[src/rtl/axis_pkg.sv]
// Shared constants and the stored-entry type for the AXI-stream frame FIFO.
package axis_pkg;

  localparam int unsigned AXIS_DATA_W     = 8;
  localparam int unsigned AXIS_FIFO_DEPTH = 16;
  localparam int unsigned AXIS_CNT_W      = 5;

  typedef struct packed {
    logic                   last;
    logic [AXIS_DATA_W-1:0] data;
  } axis_entry_t;

endpackage

[src/rtl/sync_fifo_mem.sv]
// FIFO storage array: synchronous write, asynchronous (fall-through) read.
module sync_fifo_mem
  import axis_pkg::*;
#(
  parameter int unsigned WIDTH = AXIS_DATA_W + 1,
  parameter int unsigned DEPTH = AXIS_FIFO_DEPTH
) (
  input  logic                     clk,
  input  logic                     wr_en,
  input  logic [$clog2(DEPTH)-1:0] wr_addr,
  input  logic [WIDTH-1:0]         wr_data,
  input  logic [$clog2(DEPTH)-1:0] rd_addr,
  output logic [WIDTH-1:0]         rd_data
);

  logic [WIDTH-1:0] mem_q [DEPTH];

  always_ff @(posedge clk) begin
    if (wr_en) begin
      mem_q[wr_addr] <= wr_data;
    end
  end

  assign rd_data = mem_q[rd_addr];

endmodule

[src/rtl/axis_frame_fifo.sv]
// AXI-stream FIFO with frame counters; DEPTH must be a power of two (>= 4).
// Define AXIS_FIFO_STORE_FWD_EN to hold output until a whole frame is stored.
module axis_frame_fifo
  import axis_pkg::*;
#(
  parameter int unsigned DATA_W = AXIS_DATA_W,
  parameter int unsigned DEPTH  = AXIS_FIFO_DEPTH,
  parameter int unsigned CNT_W  = AXIS_CNT_W
) (
  input  logic                   clk,
  input  logic                   reset,
  input  logic [DATA_W-1:0]      s_tdata,
  input  logic                   s_tvalid,
  input  logic                   s_tlast,
  output logic                   s_tready,
  output logic [DATA_W-1:0]      m_tdata,
  output logic                   m_tvalid,
  output logic                   m_tlast,
  input  logic                   m_tready,
  output logic [$clog2(DEPTH):0] level,
  output logic [CNT_W-1:0]       in_frame_cnt,
  output logic [CNT_W-1:0]       out_frame_cnt
);

  localparam int unsigned PtrW = $clog2(DEPTH);
  localparam int unsigned LvlW = PtrW + 1;
  localparam logic [LvlW-1:0] FullLvl = LvlW'(DEPTH);

  logic [PtrW-1:0]   wr_ptr_q, wr_ptr_d;
  logic [PtrW-1:0]   rd_ptr_q, rd_ptr_d;
  logic [LvlW-1:0]   level_q, level_d;
  logic [CNT_W-1:0]  in_cnt_q, in_cnt_d;
  logic [CNT_W-1:0]  out_cnt_q, out_cnt_d;
  logic [DATA_W:0]   rd_word;
  logic              wr_en, rd_en, empty, full;

  assign empty = (level_q == '0);
  assign full  = (level_q == FullLvl);

  // Ready depends only on registered level, never on m_tready.
  assign s_tready = !full;
  assign wr_en    = s_tvalid && s_tready;
  assign rd_en    = m_tvalid && m_tready;

  sync_fifo_mem #(
    .WIDTH (DATA_W + 1),
    .DEPTH (DEPTH)
  ) u_mem (
    .clk     (clk),
    .wr_en   (wr_en),
    .wr_addr (wr_ptr_q),
    .wr_data ({s_tlast, s_tdata}),
    .rd_addr (rd_ptr_q),
    .rd_data (rd_word)
  );

  assign m_tlast = rd_word[DATA_W];
  assign m_tdata = rd_word[DATA_W-1:0];

`ifdef AXIS_FIFO_STORE_FWD_EN
  logic [LvlW-1:0] frames_q, frames_d;
  logic            out_active_q, out_active_d;

  // Full override releases frames longer than the FIFO; out_active keeps a
  // started frame flowing until its last beat leaves.
  assign m_tvalid = !empty && ((frames_q != '0) || full || out_active_q);

  always_comb begin
    frames_d     = frames_q;
    out_active_d = out_active_q;
    unique case ({wr_en && s_tlast, rd_en && m_tlast})
      2'b10:   frames_d = frames_q + LvlW'(1);
      2'b01:   frames_d = frames_q - LvlW'(1);
      default: frames_d = frames_q;
    endcase
    if (rd_en) begin
      out_active_d = !m_tlast;
    end
  end

  always_ff @(posedge clk) begin
    if (reset) begin
      frames_q     <= '0;
      out_active_q <= 1'b0;
    end else begin
      frames_q     <= frames_d;
      out_active_q <= out_active_d;
    end
  end
`else
  assign m_tvalid = !empty;
`endif

  always_comb begin
    wr_ptr_d  = wr_ptr_q;
    rd_ptr_d  = rd_ptr_q;
    level_d   = level_q;
    in_cnt_d  = in_cnt_q;
    out_cnt_d = out_cnt_q;
    if (wr_en) begin
      wr_ptr_d = wr_ptr_q + PtrW'(1);
      if (s_tlast) begin
        in_cnt_d = in_cnt_q + CNT_W'(1);
      end
    end
    if (rd_en) begin
      rd_ptr_d = rd_ptr_q + PtrW'(1);
      if (m_tlast) begin
        out_cnt_d = out_cnt_q + CNT_W'(1);
      end
    end
    unique case ({wr_en, rd_en})
      2'b10:   level_d = level_q + LvlW'(1);
      2'b01:   level_d = level_q - LvlW'(1);
      default: level_d = level_q;
    endcase
  end

  always_ff @(posedge clk) begin
    if (reset) begin
      wr_ptr_q  <= '0;
      rd_ptr_q  <= '0;
      level_q   <= '0;
      in_cnt_q  <= '0;
      out_cnt_q <= '0;
    end else begin
      wr_ptr_q  <= wr_ptr_d;
      rd_ptr_q  <= rd_ptr_d;
      level_q   <= level_d;
      in_cnt_q  <= in_cnt_d;
      out_cnt_q <= out_cnt_d;
    end
  end

  assign level         = level_q;
  assign in_frame_cnt  = in_cnt_q;
  assign out_frame_cnt = out_cnt_q;

endmodule

[config.mk]
export PLATFORM = sky130hd
export DESIGN_NAME = axis_frame_fifo
export DESIGN_NICKNAME = d
export VERILOG_FILES = /design/src/rtl/axis_pkg.sv /design/src/rtl/sync_fifo_mem.sv /design/src/rtl/axis_frame_fifo.sv
export SDC_FILE = /design/constraint.sdc
export NUM_CORES = 1
export LEC_CHECK = 0
export ABC_AREA = 1
export BUFFER_PORTS_ARGS = -buffer_cell sky130_fd_sc_hd__buf_2
export CORE_MARGIN = 10
export CORE_UTILIZATION = 40
export DETAILED_ROUTE_END_ITERATION = 16
export PLACE_DENSITY = 0.68
export RECOVER_POWER = 25
export SLEW_MARGIN = 10
export SYNTH_ARGS = -nofsm -noshare
export SYNTH_HDL_FRONTEND = slang
export SYNTH_SLANG_ARGS = --single-unit
[constraint.sdc]
create_clock -name clk -period 2 [get_ports clk]
set_input_delay 0.2 -clock clk [delete_from_list [all_inputs] [get_ports clk]]
set_output_delay 0.2 -clock clk [all_outputs]
set_load 0.005 [all_outputs]
# Word level (Yosys, flattened, before mapping)
# Memories as Yosys holds them, arrays and structs flattened. A register that Yosys moved wholly into a read port is not among the register bits.
# Index checks and enable logic that the tools add are counted.
[totals]
register_bits = 23
mem_bits_rw = 144
input_bits = 13
output_inout_bits = 26
word_cells = 28
mem_count = 1
[classes]
add_sub_neg = 6
n_eq_ne = 3
mux = 5
reduce_logical = 8
[mem_list]
columns = ["name", "words", "width", "rd", "rd_ports_with_merged_regs", "wr", "line_no", "text"]
rows = [
  ["u_mem.mem_q", 16, 9, 1, 1, 1, "sync_fifo_mem.sv:16", "logic [WIDTH-1:0] mem_q [DEPTH];"],
]
[op_table]
columns = ["op", "n"]
rows = [
  ["5-bit by 1-bit adder with 5-bit output (second input constant)", 3],
  ["5-bit case mux with 2 select lines", 1],
  ["4-bit by 1-bit adder with 4-bit output (second input constant)", 2],
  ["4-bit 2-to-1 mux", 2],
  ["5-bit == test (second input constant)", 1],
  ["5-bit zero test", 1],
  ["5-bit by 1-bit subtractor with 5-bit output (second input constant)", 1],
  ["2-bit AND reduction", 2],
  ["2-bit by 1-bit == test with 1-bit output (second input constant)", 1],
  ["2-bit == test (second input constant)", 1],
  ["1-bit logical AND", 2],
  ["1-bit zero test", 2],
  ["1-bit 2-to-1 mux", 2],
  ["2-bit nonzero test", 1],
]

# Longest topological paths before layout
[depth]
ltp_word = 5
ltp_mapped = 13
depth_no_buf = 13

# Modules after synthesis
# A second synthesis with hierarchy kept.
[unflattened]
cells_unflattened = 800
hier_area_um2 = 7704.9
[modules_own_cells]
columns = ["module", "n_inst", "cells_each", "area_per_inst_um2", "seq_area_each_um2"]
rows = [
  ["sync_fifo_mem", 1, 606, 6322.3, 4324.1],
  ["axis_frame_fifo", 1, 194, 1382.6, 460.4],
]

# Least setup slack after synthesis
# OpenSTA, ideal clock, no wires.
[synth_timing]
path_type = "reg-to-reg"
startpoint = "register level_q[0], in the netlist level[0]"
endpoint = "register level_q[4], in the netlist level[4]"
setup_time_ns = 0.130
t_arrival_ns = 1.977
required_time_ns = 1.870
slack_ns = -0.107
path_stages_with_launch = 14
n_path_buf = 0
synth_period_minus_slack_ns = 2.107
cell_sequence = "dfxtp_1 nor2_1 nand4_1 nand2_2 inv_2 ha_1 xor2_1 ha_1 a21o_1 nand3_1 a21o_1 nand2_1 nand2_1 a21oi_1"
[synth_via]
elab_chain_cells = 5
word_cells_on_any_way = 12
classes_between = "add/sub: 2; eq/ne: 3; mux: 1; reduce/logical: 6"
[synth_lines]
columns = ["item", "line_no", "text"]
rows = [
  ["from (decl)", "axis_frame_fifo.sv:31", "logic [LvlW-1:0] level_q, level_d;"],
  ["from (signal assigned)", "axis_frame_fifo.sv:129", "level_q <= level_d;"],
  ["5-bit zero test (*)", "axis_frame_fifo.sv:37", "assign empty = (level_q == '0);"],
  ["1-bit zero test (*)", "axis_frame_fifo.sv:91", "assign m_tvalid = !empty;"],
  ["named net m_tvalid", "axis_frame_fifo.sv:17", "output logic m_tvalid,"],
  ["1-bit logical AND (*)", "axis_frame_fifo.sv:43", "assign rd_en = m_tvalid && m_tready;"],
  ["2-bit by 1-bit == test with 1-bit output / 2-bit == test (equally long branches)", "axis_frame_fifo.sv:112", "unique case ({wr_en, rd_en})"],
  ["5-bit case mux with 2 select lines / 2-bit nonzero test (equally long branches)", "--", ""],
]
# Mark *: on every way through the listed nets, which the timed path passes. The rest lies on a longest branch.
# A chain may end at the register's enable or synchronous reset.

==> out/results.txt <==
initial antenna violation count: 0
Top Ports: 39
mux contribution to synthesized area: 0%
die area: 23400 um^2
Starting Density: 40.9%
# DRC: 0
skew final: 0.00991 ns
Synth Area in Compound Gates: 11.3%
Flop pwr share: 39.2%
CTS tree: done
status: complete, but fails checks
Distinct cells, synth: 33
Iter 0 DRT Violations: 482
Ant. Diodes: 0
pre-CTS setup slack: -0.0299 ns
fin crit period: 2.01 ns
Core Region: 17300 um^2
worst min-delay path class: in2reg
crit end category: output pin
Final Hold Viols: 0
busiest grt layer: met2
met3 usage: 3.96%
routed vias: 5082
Routed WL per cell: 19.9 um
GRT Total Usage: 14.1%
highest cell delay on the worst timing path: 0.38 ns
clk_lat worst skew: 0.43 ns
Non-Filler Instances: 918
Hold Buf Count CTS: 0
max_cap viols: 0
H-tree level count: 4
Clock Power Share: 27.9%
RSZ-0062 raised after global routing: true
width of the die: 153 um
final wirelength: 18300 um
register area share after synthesis: 68.8%
Pleak: 0.00317 uW
met1 Track Usage GR: 18.3%
first-pass GRT wire length: 26200 um
ratio of cells with drive above 1 in the final layout: 25.8%
VDD IR max: 0.702 mV
Setup CP Type: reg2out
Tcrit/Tclk final: 100%
Comb pwr share: 32.9%
largest family of logic cells by synthesized area: simple AND/OR/NAND/NOR gates
Top Family by Delay on Critical Path: compound AO/OA/AOI/OAI gates
area leader, netlist: edfxtp_1
Buf/Inv on CP: 3
Crit-path slowest cell: dfxtp_4
Tot Pwr: 10800 uW
sw power: 3590 uW
setup violators final: 1
Synth area leaders: edfxtp_1 61%, dfxtp_1 7.6%, o21ai_0 5.3%
Final Max Tran Viols: 0
Layout Nets: 705
number of global-route vias before repair: 4859
Power Density: 1230 nW/um^2
Sw Share: 33.3%
gr ovfl total: 0
Synth warnings: 0
largest net degree at the start of global routing: 73
met2 Usage GRT: 22.1%
clock transition at the registers of the reported paths: 0.06 ns
Die Y: 153 um
clk buf depth: 2
Min Hold Slack: 0.0686 ns
PortBufs: 38
clk sinks: 171
DRT antenna net count: 0
root buf cell: clkbuf_16
headroom to the max-slew limit: 56.6%
synthesized area: 7080 um^2
Post-Synth Simple-Gate Area: 12.5%
Fin Setup TNS: -0.00521 ns
HPWL Detailed: 10000 um
Synth Register Bits: 171
syn nets: 621
worst endpoint data arrival time: 1.81 ns
first-pass iteration count of the detailed router: 6
top-area cell type share of the netlist area: 61.1%
RePlAce Congestion: 0.856
Post-Syn Instances: 597
Synth Area in Adders: 1.95%
Pint: 7190 uW
CP Max Fanout: 7
P&R area growth vs syn: 23.9%
routed vias/inst: 5.54
Fmax: 0.499 GHz
TritonCTS Buffers: 17
CP cell instances: buf_6 -> clkbuf_16 -> o21ai_2 -> o22ai_1 -> o211ai_1 -> nand2_1 -> buf_2
WP data required: 1.80 ns
setup ws final: -0.00521 ns
xor and xnor fraction of the mapped netlist area: 0.973%
crit start category: register
row cnt: 48
failing checks: negative setup slack
Post-Syn Area per Cell: 11.9 um^2
Tightest Pin Transition: 0.651 ns
Placed Cells: 864
==> logic make-up (layout without fill, tap and decap cells) <==
logic type      after synthesis  in the layout
fa+ha+maj                    11             11
compound gates              134            134
simple gates                205            205
buf+inv                      69            165
flops                       171            171
xor+xnor                      7              7
==> through the flow <==
step / util, % / area (um^2)
finish: 50.7 / 8760
global route: 50.7 / 8760
CTS: 48.1 / 8320
detailed placement: 44.3 / 7670
global placement: 44.3 / 7670
floorplan: - / 7090
==> registers in the layout (all words and copies together) (netlist names), named ones only <==
name / count
level: 5
rd_ptr_q: 4
wr_ptr_q: 4
in_frame_cnt: 5
out_frame_cnt: 5
u_mem.mem_q: 144
==> power by group through the flow <==
stage                     registers (uW)  clock network (uW)  logic [uW]
after floorplan                     4220                   0        1700
after global placement              4250                   0        2350
after detailed placement            4270                   0        2430
after CTS                           4220                3030        2670
after global routing                4250                3220        3850
final                               4230                3010        3540
==> cells in the mapped netlist <==
master / number
edfxtp_1: 144
nor2_1: 99
o21ai_0: 75
nand2_1: 57
inv_1: 33
nand3_1: 33
dfxtp_1: 27
o221ai_1: 25
a21oi_1: 17
buf_2: 13
clkbuf_1: 12
ha_1: 11
o211ai_1: 7
o22ai_1: 7
buf_6: 5
nand3_2: 5
xor2_1: 5
inv_2: 3
nand2_2: 3
a21o_1: 2
nor3_1: 2
clkinv_1: 1
inv_4: 1
inv_8: 1
nand2_4: 1
nand4_1: 1
nand4_2: 1
nor2_2: 1
nor2_4: 1
o21bai_1: 1
or2_1: 1
xnor2_1: 1
xor2_2: 1
==> layer usage <==
| metal | vias to the layer above | wire length [um] |
|---|---|---|
| met4 | 0 | 405 |
| met3 | 37 | 1830 |
| met2 | 255 | 8610 |
| li1 | 2311 | - |
| met5 | - | 0 |
| met1 | 2479 | 7440 |
==> path summary, 6_finish.rpt <==
check / startpoint / endpoint / slack [ns] / cells past startpoint
setup / recovery: register / m_tdata[4] / -0.005 / 7
hold / removal: reset / level[4] / 0.07 / 2
hold reg to reg: in_frame_cnt[4] / in_frame_cnt[4] / 0.49 / 2
setup reg to reg: level[3] / level[4] / 0.02 / 13
==> cell usage in the layout, fill, tap and decap left out, drive strengths merged <==
| cell type | synthesis | routed |
|---|---|---|
| xnor2 | 1 | 1 |
| nor3 | 2 | 2 |
| a21o | 2 | 2 |
| inv | 38 | 39 |
| xor2 | 6 | 6 |
| clkbuf | 12 | 29 |
| o211ai | 7 | 7 |
| nand4 | 2 | 2 |
| buf | 18 | 82 |
| bufinv | 0 | 1 |
| o221ai | 25 | 25 |
| nor2 | 101 | 101 |
| clkinvlp | 0 | 4 |
| nand3 | 38 | 38 |
| clkinv | 1 | 10 |
| ha | 11 | 11 |
| dfxtp | 27 | 27 |
| o22ai | 7 | 7 |
| edfxtp | 144 | 144 |
| or2 | 1 | 1 |
| a21oi | 17 | 17 |
| o21bai | 1 | 1 |
| o21ai | 75 | 75 |
| nand2 | 61 | 61 |
==> area by class of cell <==
| type | count | area, um^2 |
|---|---|---|
| clock inverter | 12 | 101 |
| multi-input combinational | 357 | 2090 |
| tap | 225 | 282 |
| clock buffer | 19 | 433 |
| timing repair inverter | 3 | 36.3 |
| inverter | 39 | 184 |
| timing repair buffer | 92 | 762 |
| fill | 1483 | 8530 |
| sequential | 171 | 4880 |
==> what timing repair did <==
item	4_1_cts	5_1_grt
setup endpoints to repair	10	12
gates resized for setup	12	95
setup buffers	2	12
cloned	2	8
pin swaps	2	33
Note: power is estimated with default switching activity, not from simulation.
